`config.mk`:
```
export PLATFORM = sky130hd
export DESIGN_NAME = multicycle_sequencer_flat
export DESIGN_NICKNAME = d
export VERILOG_FILES = /design/src/rtl/multicycle_sequencer_if.sv /design/src/rtl/multicycle_sequencer.sv /design/src/flat_wrapper.sv
export SDC_FILE = /design/constraint.sdc
export NUM_CORES = 1
export LEC_CHECK = 0
export BUFFER_PORTS_ARGS = -buffer_cell sky130_fd_sc_hd__buf_2
export CORE_MARGIN = 2
export CORE_UTILIZATION = 59
export CTS_BUF_LIST = sky130_fd_sc_hd__clkbuf_8
export DETAILED_ROUTE_END_ITERATION = 8
export PLACE_DENSITY = 0.95
export SLEW_MARGIN = 20
export SYNTH_ARGS = -nofsm -noshare
export SYNTH_HDL_FRONTEND = slang
export SYNTH_SLANG_ARGS = --single-unit
```
`constraint.sdc`:
```
create_clock -name clk -period 4.2 [get_ports clk]
set_input_delay 0.42 -clock clk [delete_from_list [all_inputs] [get_ports clk]]
set_output_delay 0.42 -clock clk [all_outputs]
set_load 0.03 [all_outputs]
```
`src/rtl/multicycle_sequencer_if.sv`:
```
// Handshake and status bundle between the multicycle sequencer and its datapath/memories.
// The sequencer side uses the master modport. The environment (decoder, memories, bench)
// uses the slave modport.
interface multicycle_sequencer_if;
  logic        run;
  logic [6:0]  opcode;
  logic        ctl_regwr;
  logic        ctl_memwr;
  logic        imem_req;
  logic        imem_ack;
  logic        ir_we;
  logic        dmem_req;
  logic        dmem_we;
  logic        dmem_ack;
  logic        pc_we;
  logic        rf_we;
  logic [2:0]  state;
  logic        illegal;
  logic        bus_err;
  logic [31:0] instret;

  modport master (
    input  run, opcode, ctl_regwr, ctl_memwr, imem_ack, dmem_ack,
    output imem_req, ir_we, dmem_req, dmem_we, pc_we, rf_we,
    output state, illegal, bus_err, instret
  );

  modport slave (
    output run, opcode, ctl_regwr, ctl_memwr, imem_ack, dmem_ack,
    input  imem_req, ir_we, dmem_req, dmem_we, pc_we, rf_we,
    input  state, illegal, bus_err, instret
  );
endinterface

```
`src/rtl/multicycle_sequencer.sv`:
```
// Multicycle instruction sequencer: fetch / decode / execute / memory / writeback
// control with memory-ack timeouts, sticky error flags and a retired-instruction counter.
//
// state  | meaning
// -------+-----------------------------------------------------------
// IDLE   | waiting for run; no strobes
// FETCH  | imem_req held until imem_ack; ir_we pulses with the ack
// DECODE | one cycle; unknown opcode traps with illegal set
// EXEC   | one cycle; loads/stores go to MEM, everything else to WB
// MEM    | dmem_req held until dmem_ack; dmem_we follows ctl_memwr
// WB     | one cycle; pc_we, rf_we=ctl_regwr, instret increments
// TRAP   | absorbing; only rst leaves it
module multicycle_sequencer #(
  parameter int TIMEOUT = 255
) (
  input logic               clk,
  input logic               rst,
  multicycle_sequencer_if.master bus
);

  localparam int CW = ($clog2(TIMEOUT + 1) > 8) ? $clog2(TIMEOUT + 1) : 8;
  // Last wait cycle: still no ack here means the access has timed out.
  localparam logic [CW-1:0] WAIT_LAST = CW'(TIMEOUT - 1);

  typedef enum logic [2:0] {
    IDLE   = 3'd0,
    FETCH  = 3'd1,
    DECODE = 3'd2,
    EXEC   = 3'd3,
    MEM    = 3'd4,
    WB     = 3'd5,
    TRAP   = 3'd6
  } state_t;

  state_t         state_q, state_d;
  logic [CW-1:0]  wait_q, wait_d;
  logic           illegal_q, illegal_d;
  logic           bus_err_q, bus_err_d;
  logic [31:0]    instret_q;
  logic           retire;
  logic           imem_req, ir_we, dmem_req, dmem_we, pc_we, rf_we;
  logic           legal_op, mem_op;

  assign legal_op = bus.opcode inside {7'b0110011, 7'b0010011, 7'b0000011,
                                       7'b0100011, 7'b1100011, 7'b1100111,
                                       7'b1101111, 7'b0010111, 7'b0110111};
  assign mem_op   = (bus.opcode == 7'b0000011) || (bus.opcode == 7'b0100011);

  // Next-state, wait counter, sticky flags and control strobes.
  always_comb begin
    state_d   = state_q;
    wait_d    = wait_q;
    illegal_d = illegal_q;
    bus_err_d = bus_err_q;
    imem_req  = 1'b0;
    ir_we     = 1'b0;
    dmem_req  = 1'b0;
    dmem_we   = 1'b0;
    pc_we     = 1'b0;
    rf_we     = 1'b0;
    retire    = 1'b0;
    case (state_q)
      IDLE: begin
        if (bus.run) begin
          state_d = FETCH;
          wait_d  = '0;
        end
      end
      FETCH: begin
        imem_req = 1'b1;
        if (bus.imem_ack) begin
          ir_we   = 1'b1;
          state_d = DECODE;
        end else if (wait_q == WAIT_LAST) begin
          state_d   = TRAP;
          bus_err_d = 1'b1;
        end else begin
          wait_d = wait_q + 1'b1;
        end
      end
      DECODE: begin
        if (legal_op) begin
          state_d = EXEC;
        end else begin
          state_d   = TRAP;
          illegal_d = 1'b1;
        end
      end
      EXEC: begin
        if (mem_op) begin
          state_d = MEM;
          wait_d  = '0;
        end else begin
          state_d = WB;
        end
      end
      MEM: begin
        dmem_req = 1'b1;
        dmem_we  = bus.ctl_memwr;
        if (bus.dmem_ack) begin
          state_d = WB;
        end else if (wait_q == WAIT_LAST) begin
          state_d   = TRAP;
          bus_err_d = 1'b1;
        end else begin
          wait_d = wait_q + 1'b1;
        end
      end
      WB: begin
        pc_we  = 1'b1;
        rf_we  = bus.ctl_regwr;
        retire = 1'b1;
        if (bus.run) begin
          state_d = FETCH;
          wait_d  = '0;
        end else begin
          state_d = IDLE;
        end
      end
      TRAP:    state_d = TRAP;
      default: state_d = TRAP;
    endcase
  end

  // State, counters and flags; reset overrides every transition.
  always_ff @(posedge clk) begin
    if (rst) begin
      state_q   <= IDLE;
      wait_q    <= '0;
      illegal_q <= 1'b0;
      bus_err_q <= 1'b0;
      instret_q <= '0;
    end else begin
      state_q   <= state_d;
      wait_q    <= wait_d;
      illegal_q <= illegal_d;
      bus_err_q <= bus_err_d;
      if (retire) instret_q <= instret_q + 32'd1;
    end
  end

  assign bus.imem_req = imem_req;
  assign bus.ir_we    = ir_we;
  assign bus.dmem_req = dmem_req;
  assign bus.dmem_we  = dmem_we;
  assign bus.pc_we    = pc_we;
  assign bus.rf_we    = rf_we;
  assign bus.state    = state_q;
  assign bus.illegal  = illegal_q;
  assign bus.bus_err  = bus_err_q;
  assign bus.instret  = instret_q;

endmodule
```
`src/flat_wrapper.sv`:
```
// flat-port wrapper written by rule: the top's interface ports become plain ports
module multicycle_sequencer_flat 
#(
  parameter int TIMEOUT = 255
)
  (clk, rst, bus_run, bus_opcode, bus_ctl_regwr, bus_ctl_memwr, bus_imem_ack, bus_dmem_ack, bus_imem_req, bus_ir_we, bus_dmem_req, bus_dmem_we, bus_pc_we, bus_rf_we, bus_state, bus_illegal, bus_bus_err, bus_instret);
  multicycle_sequencer_if bus_i ();
  input logic clk;
  input logic rst;
  input wire logic [$bits(bus_i.run)-1:0] bus_run;
  input wire logic [$bits(bus_i.opcode)-1:0] bus_opcode;
  input wire logic [$bits(bus_i.ctl_regwr)-1:0] bus_ctl_regwr;
  input wire logic [$bits(bus_i.ctl_memwr)-1:0] bus_ctl_memwr;
  input wire logic [$bits(bus_i.imem_ack)-1:0] bus_imem_ack;
  input wire logic [$bits(bus_i.dmem_ack)-1:0] bus_dmem_ack;
  output wire logic [$bits(bus_i.imem_req)-1:0] bus_imem_req;
  output wire logic [$bits(bus_i.ir_we)-1:0] bus_ir_we;
  output wire logic [$bits(bus_i.dmem_req)-1:0] bus_dmem_req;
  output wire logic [$bits(bus_i.dmem_we)-1:0] bus_dmem_we;
  output wire logic [$bits(bus_i.pc_we)-1:0] bus_pc_we;
  output wire logic [$bits(bus_i.rf_we)-1:0] bus_rf_we;
  output wire logic [$bits(bus_i.state)-1:0] bus_state;
  output wire logic [$bits(bus_i.illegal)-1:0] bus_illegal;
  output wire logic [$bits(bus_i.bus_err)-1:0] bus_bus_err;
  output wire logic [$bits(bus_i.instret)-1:0] bus_instret;
  assign bus_i.run = bus_run;
  assign bus_i.opcode = bus_opcode;
  assign bus_i.ctl_regwr = bus_ctl_regwr;
  assign bus_i.ctl_memwr = bus_ctl_memwr;
  assign bus_i.imem_ack = bus_imem_ack;
  assign bus_i.dmem_ack = bus_dmem_ack;
  assign bus_imem_req = bus_i.imem_req;
  assign bus_ir_we = bus_i.ir_we;
  assign bus_dmem_req = bus_i.dmem_req;
  assign bus_dmem_we = bus_i.dmem_we;
  assign bus_pc_we = bus_i.pc_we;
  assign bus_rf_we = bus_i.rf_we;
  assign bus_state = bus_i.state;
  assign bus_illegal = bus_i.illegal;
  assign bus_bus_err = bus_i.bus_err;
  assign bus_instret = bus_i.instret;
  multicycle_sequencer #(.TIMEOUT(TIMEOUT)) u_core (.clk(clk), .rst(rst), .bus(bus_i));
endmodule
```
==> results of run 1 <==
==> worst min-delay path by stage <==
| stage | to | startpoint |
|---|---|---|
| CTS | u_core.bus.bus_err$_SDFFE_PP0P_ | u_core.bus.bus_err$_SDFFE_PP0P_ |
| finish | u_core.bus.bus_err$_SDFFE_PP0P_ | u_core.bus.bus_err$_SDFFE_PP0P_ |
| floorplan | u_core.wait_q[4]$_SDFFE_PP0P_ | u_core.wait_q[4]$_SDFFE_PP0P_ |
| global route | u_core.bus.bus_err$_SDFFE_PP0P_ | u_core.bus.bus_err$_SDFFE_PP0P_ |
| detailed placement | u_core.bus.bus_err$_SDFFE_PP0P_ | u_core.bus.bus_err$_SDFFE_PP0P_ |
| global placement | u_core.bus.bus_err$_SDFFE_PP0P_ | u_core.bus.bus_err$_SDFFE_PP0P_ |
==> area by class of cell <==
class                      instances  share of cell area [%]
inverter                          12                    1.68
multi-input combinational        210                    48.7
tap                               48                    2.24
sequential                        45                    33.6
timing repair buffer              57                    10.7
clock buffer                       5                    2.56
clock inverter                     3                   0.513
==> cells by family after synthesis <==
logic type / count (synthesis) / synth area share [%]
adder cells (fa/ha/maj): 3 / 1.60
XOR/XNOR: 31 / 11.6
AO/OA/AOI/OAI: 41 / 11.0
flip-flops: 45 / 38.4
buffers and inverters: 28 / 5.87
AND/OR/NAND/NOR: 135 / 31.6
==> power by group through the flow <==
stage / sequential, mW / clock [mW] / combinational (mW)
after floorplan: 0.464 / 0 / 0.119
after global routing: 0.463 / 0.272 / 0.156
final: 0.460 / 0.252 / 0.141
after detailed placement: 0.469 / 0 / 0.140
after global placement: 0.468 / 0 / 0.136
after CTS: 0.459 / 0.257 / 0.141
==> cell usage after synthesis, types with 6 or more instances <==
library cell	number	share of area, %
nand2_1	18	2.9
xnor2_1	6	2.2
nor2_1	40	6.4
a21oi_1	16	3.4
clkbuf_1	7	1.1
and2_1	7	1.9
nand4_1	18	4.8
o21ai_0	8	1.7
and3_1	7	1.9
xor2_1	25	9.3
inv_1	12	1.9
or4_1	6	1.9
dfxtp_1	45	38
nand3_1	15	3.2
==> sequential cells by signal, summed over array words and instances (netlist names) <==
signal              cells
u_core.bus.state        3
u_core.bus.bus_err      1
u_core.wait_q           8
u_core.bus.illegal      1
u_core.bus.instret     32
==> worst register-to-register path, delay by kind of cell, from the launching register on <==
kind | cells | cell delay [ps]
AOI/OAI and AO/OA | 1 | 130
DFF | 1 | 710
and+or+nand+nor | 4 | 1450
==> stage by stage <==
stage | instance area, sq um | util (%)
CTS | 2680 | 71.7
detailed placement | 2600 | 69.5
global route | 2680 | 71.7
finish | 2680 | 71.7
global placement | 2600 | 69.5
floorplan | 2350 | -
==> cell usage in the layout (no fill, tap or decap), types with 2 or more instances in the layout <==
cell type | netlist | layout
o21ai_0 | 8 | 8
buf_2 | 5 | 56
ha_1 | 3 | 3
nand2_1 | 18 | 18
nor2_1 | 40 | 40
inv_1 | 12 | 13
a21oi_1 | 16 | 16
nor3_1 | 2 | 2
or4_1 | 6 | 6
nand3_1 | 15 | 15
nand4_1 | 18 | 18
and4_1 | 5 | 5
nor2b_1 | 2 | 2
and2_1 | 7 | 7
and3_1 | 7 | 7
xnor2_1 | 6 | 6
clkbuf_8 | 0 | 5
dfxtp_1 | 45 | 45
o31ai_1 | 4 | 4
clkinv_2 | 0 | 2
nor4_1 | 5 | 5
nand3b_1 | 2 | 2
xor2_1 | 25 | 25
==> layer usage <==
layer | global-route usage (%) | share of wire, % | vias to the layer above
met1 | 29.7 | 48 | 1019
met2 | 36.8 | 46 | 49
met5 | 0 | 0 | -
li1 | - | - | 1095
met3 | 5.91 | 4.9 | 5
met4 | 7.40 | 0.93 | 0
==> reports/qor.txt, run 1 <==
Status - complete, no violations
PortBufs - 56
Hold Worst Slack - 466 ps
Fillers - 289
Critical path's top delay family - simple AND/OR/NAND/NOR gates
Combinational power share - 16.5%
WP data arrival - 2580 ps
Layout overhead on the synthesized area - 14.4%
Chip Width - 67.1 um
CP Depth - 5
Place WS - 1890 ps
Data required time of the critical path - 4430 ps
Peak supply drop - 0.197 mV
Syn Area/Cell - 8.29 sq um
Max cap viols - 0
Final min period - 2350 ps
Tightest Pin Transition - 702 ps
Net Count, Synth - 300
Min-Delay Path Class - register to register
Register area - 901 sq um
Setup TNS - 0 ps
TritonCTS buffer count - 5
Sequential share of power - 54.0%
Congestion Overflow GR - 0
Largest net degree at the start of global routing - 39
Max-slew violation count - 0
Initial antenna violation count - 0
Core ar. - 0.00374 sq mm
Distinct cells, synth - 45
Clock sinks - 45
Reg2reg path depth - 5
Total Wirelength - 4820 um
Share of layout cells above drive strength 1 - 21.1%
Final setup margin - 1850 ps
Hold path depth - 2
Power, Total - 0.853 mW
Setup CP Type - register to register
Worst-skew pair later-pin latency - 300 ps
Critical Path Max Stage Delay - 710 ps
Seq/Total Area, Yosys - 38.4%
WL/cell - 12.7 um
Final setup vio count - 0
Longest Clk Path Bufs - 2
Initial Utilization - 62.7%
Crit path max fanout - 18
Tot GR Track Use - 22.9%
Most common flop cell mapped by yosys - dfxtp_1
Num rows - 22
Max_slew headroom - 53.0%
Vias per cell - 5.71
DRT Pass-1 Iters - 4
Syn Std Cell Area - 0.00235 sq mm
Worst setup SP type - register
Post-route insts no fill - 380
CP Launch Point - u_core.bus.state[0]$_SDFFE_PP0P_
Die area - 0.00450 sq mm
NumNets Final - 348
Cell count after placement - 372
Worst Clk Skew - 4.99 ps
P_leak - 1.20 nW
Fmax achieved - 425 MHz
Fin. Hold Viols - 0
R2R setup slack - 1850 ps
Routed vias - 2168
CTS tree - yes
HPWL Detailed - 3400 um
Starting DRC count in detailed routing - 175
Synth warn - 0
Asr flop ratio synth - 0%
Worst path bufs/invs - 0
Hold-fix buffer count after cts - 0
Vias in the first global route - 1864
Sw Share - 30.1%
Diodes inserted - 0
DRC - 0
Reg2Reg Capture Point - u_core.bus.instret[31]$_SDFFE_PP0N_
Sw power - 0.256 mW
Power density cells - 318 mW/mm^2
Clk slew on worst S/H paths - 80 ps
Clock root buffer - clkbuf_8
Mapped Cells - 283
Gates resized, CTS repair - 0
First-pass GRT wire length - 8000 um
Int Power - 0.596 mW
Critical Path Sink Type - register
CTS H-Tree Depth - 2
Antenna-violating nets left - 0
Multi-input logic area - 0.00131 sq mm
Crit path max-delay cell type - dfxtp_1
Die height - 67.1 um
Io pins - 57
GPL Wtd Cong - 0.881
Worst path cell trace - nand4b_4 > nor4_4 > nand3_1 > or3_1 > a21oi_1
RSZ-0062 raised after global routing - no
R2r startpoint - u_core.bus.state[0]$_SDFFE_PP0P_
Number of setup buffers added after CTS - 0
Number of synthesized register bits - 45
Fin crit share - 56.0%
Worst setup path end - u_core.bus.instret[31]$_SDFFE_PP0N_
Power share of the clock group - 29.5%
Number of flops mapped to enable cells by yosys - 0
No activity file was read; power rests on OpenSTA's default activity.
==> inputs of run 2 (changes only) <==
- CORE_UTILIZATION: 59 -> 55
- PLACE_DENSITY: 0.95 -> 0.91
- clock period: 4.2 -> 2.3 ns (I/O delays scaled with it)
==> reports/qor.txt, run 2 (synthesis results as in run 1) <==
Power density cells - 584 mW/mm^2 (+84%)
DP Area - 0.00264 sq mm (+1.5%)
Vias per cell - 5.53 (-3.1%)
Setup CP Type - register to register
Status - complete, no violations
Metal1 wirelength - 2290 um (-2.3%)
Highest Signal Layer - met4
Num rows - 23 (+4.5%)
Fin. Hold Viols - 0 (unchanged)
GPL Wtd Cong - 0.902 (+2.5%)
Number of setup buffers added after CTS - 0 (unchanged)
Routed vias - 2139 (-1.3%)
Max cap viols - 0 (unchanged)
Gates resized, CTS repair - 0 (unchanged)
Worst Clk Skew - 4.16 ps (-0.827 ps)
Share of layout cells above drive strength 1 - 22.6% (+1.5 points)
Total Wirelength - 4900 um (+1.6%)
Die height - 69.3 um (+3.4%)
Antenna-violating nets left - 0 (unchanged)
Hold-fix buffer count after cts - 0 (unchanged)
Worst-skew pair later-pin latency - 290 ps (about the same)
WP data arrival - 2270 ps (-310 ps)
Longest Clk Path Bufs - 2 (unchanged)
Most frequent cells in the layout - 56 x buf_2, 45 x dfxtp_1, 40 x nor2_1, 25 x xor2_1
Met3 WL post-DR - 211 um (-11%)
HPWL Detailed - 3630 um (+7.0%)
Final setup margin - 259 ps (-1590 ps)
WL/cell - 12.7 um (-0.20%)
Crit path max fanout - 16 (-2)
Initial Utilization - 57.8% (-4.9 points)
Clock root buffer - clkbuf_8
Diodes inserted - 0 (unchanged)
DRC - 0 (unchanged)
Min-Delay Path Class - primary input to register
Layout overhead on the synthesized area - 16.4%
Max_slew headroom - 56.3% (+3.3 points)
Design area - 0.00273 sq mm (+1.8%)
Clk slew on worst S/H paths - 90 ps (about the same)
RSZ-0062 raised after global routing - no
Critical Path Sink Type - register
Data required time of the critical path - 2530 ps (-1900 ps)
NumNets Final - 353 (+1.4%)
Clock sinks - 45 (unchanged)
Initial antenna violation count - 0 (unchanged)
CTS tree - yes
Max-slew violation count - 0 (unchanged)
Final min period - 2040 ps (-310 ps)
First-pass GRT wire length - 8810 um (+10%)
Congestion Overflow GR - 0 (unchanged)
Core ar. - 0.00406 sq mm (+8.4%)
Io pins - 57 (unchanged)
TritonCTS buffer count - 5 (unchanged)
CTS H-Tree Depth - 2 (unchanged)
Fin crit share - 88.7% (+33 points)
Tot GR Track Use - 21.3% (-1.6 points)
Die area - 0.00480 sq mm (+6.8%)
DRT Pass-1 Iters - 4 (unchanged)
Fmax achieved - 490 MHz (+15%)
Place WS - 285 ps (-1600 ps)
Vias in the first global route - 1986 (+6.5%)
Final setup vio count - 0 (unchanged)
Max reg flops - 32 (unchanged)
Starting DRC count in detailed routing - 196 (+12%)
PortBufs - 56 (unchanged)
Setup TNS - 0 ps (unchanged)
Chip Width - 69.3 um (+3.4%)
Leading cell type in the layout, fill and taps excluded - buf_2
P_leak - 1.22 nW (+1.8%)
Worst setup SP type - register
Peak supply drop - 0.331 mV (+68%)
Tightest Pin Transition - 653 ps (-49.3 ps)
Largest net degree at the start of global routing - 28 (-28%)
DR WL met2 - 2340 um (+6.3%)
-- run 2: report_power, final --
part           total (mW)  internal (mW)  switching (mW)
registers           0.832          0.794          0.0372
logic               0.273         0.0945           0.178
clock network       0.490          0.216           0.275
total                1.59           1.10           0.490
-- run 2: final timing paths --
check	from	end	slack, ps	depth (start not counted)
max reg2reg	u_core.bus.state[0]$_SDFFE_PP0P_	u_core.wait_q[4]$_SDFFE_PP0P_	260	6
min	rst	u_core.bus.instret[6]$_SDFFE_PP0N_	260	2
min reg2reg	u_core.bus.illegal$_SDFFE_PP0P_	u_core.bus.illegal$_SDFFE_PP0P_	490	2
max	u_core.bus.state[0]$_SDFFE_PP0P_	u_core.wait_q[4]$_SDFFE_PP0P_	260	6
-- run 2: routing by layer --
layer  up-vias  track usage, %
met3         7            2.76
met4         0            5.88
met5         -               0
met2        56            35.7
met1       977            28.9
li1       1099               -
-- run 2: critical path, stage by stage, from the launching register on --
cell,delay (ps)
dfxtp_1,410
buf_4,220
nor2_2,150
nand3_1,120
a31o_1,380
or4_1,550
a21oi_1,140
-- run 2: metrics by stage --
stage               instances  util, %  hold slack (ps)  power [mW]
floorplan                 283        -              456        1.07
global placement          379     65.1              457        1.12
detailed placement        379     65.1              457        1.12
CTS                       387     67.3              259        1.61
global route              387     67.3              271        1.67
finish                    387     67.3              258        1.59
-- run 2: final cells by class --
cell class	instances	area [sq um]
tap	50	62.6
sequential	45	901
timing repair buffer	62	325
multi-input combinational	210	1310
fill	325	1330
inverter	12	45.0
clock inverter	3	21.3
clock buffer	5	68.8
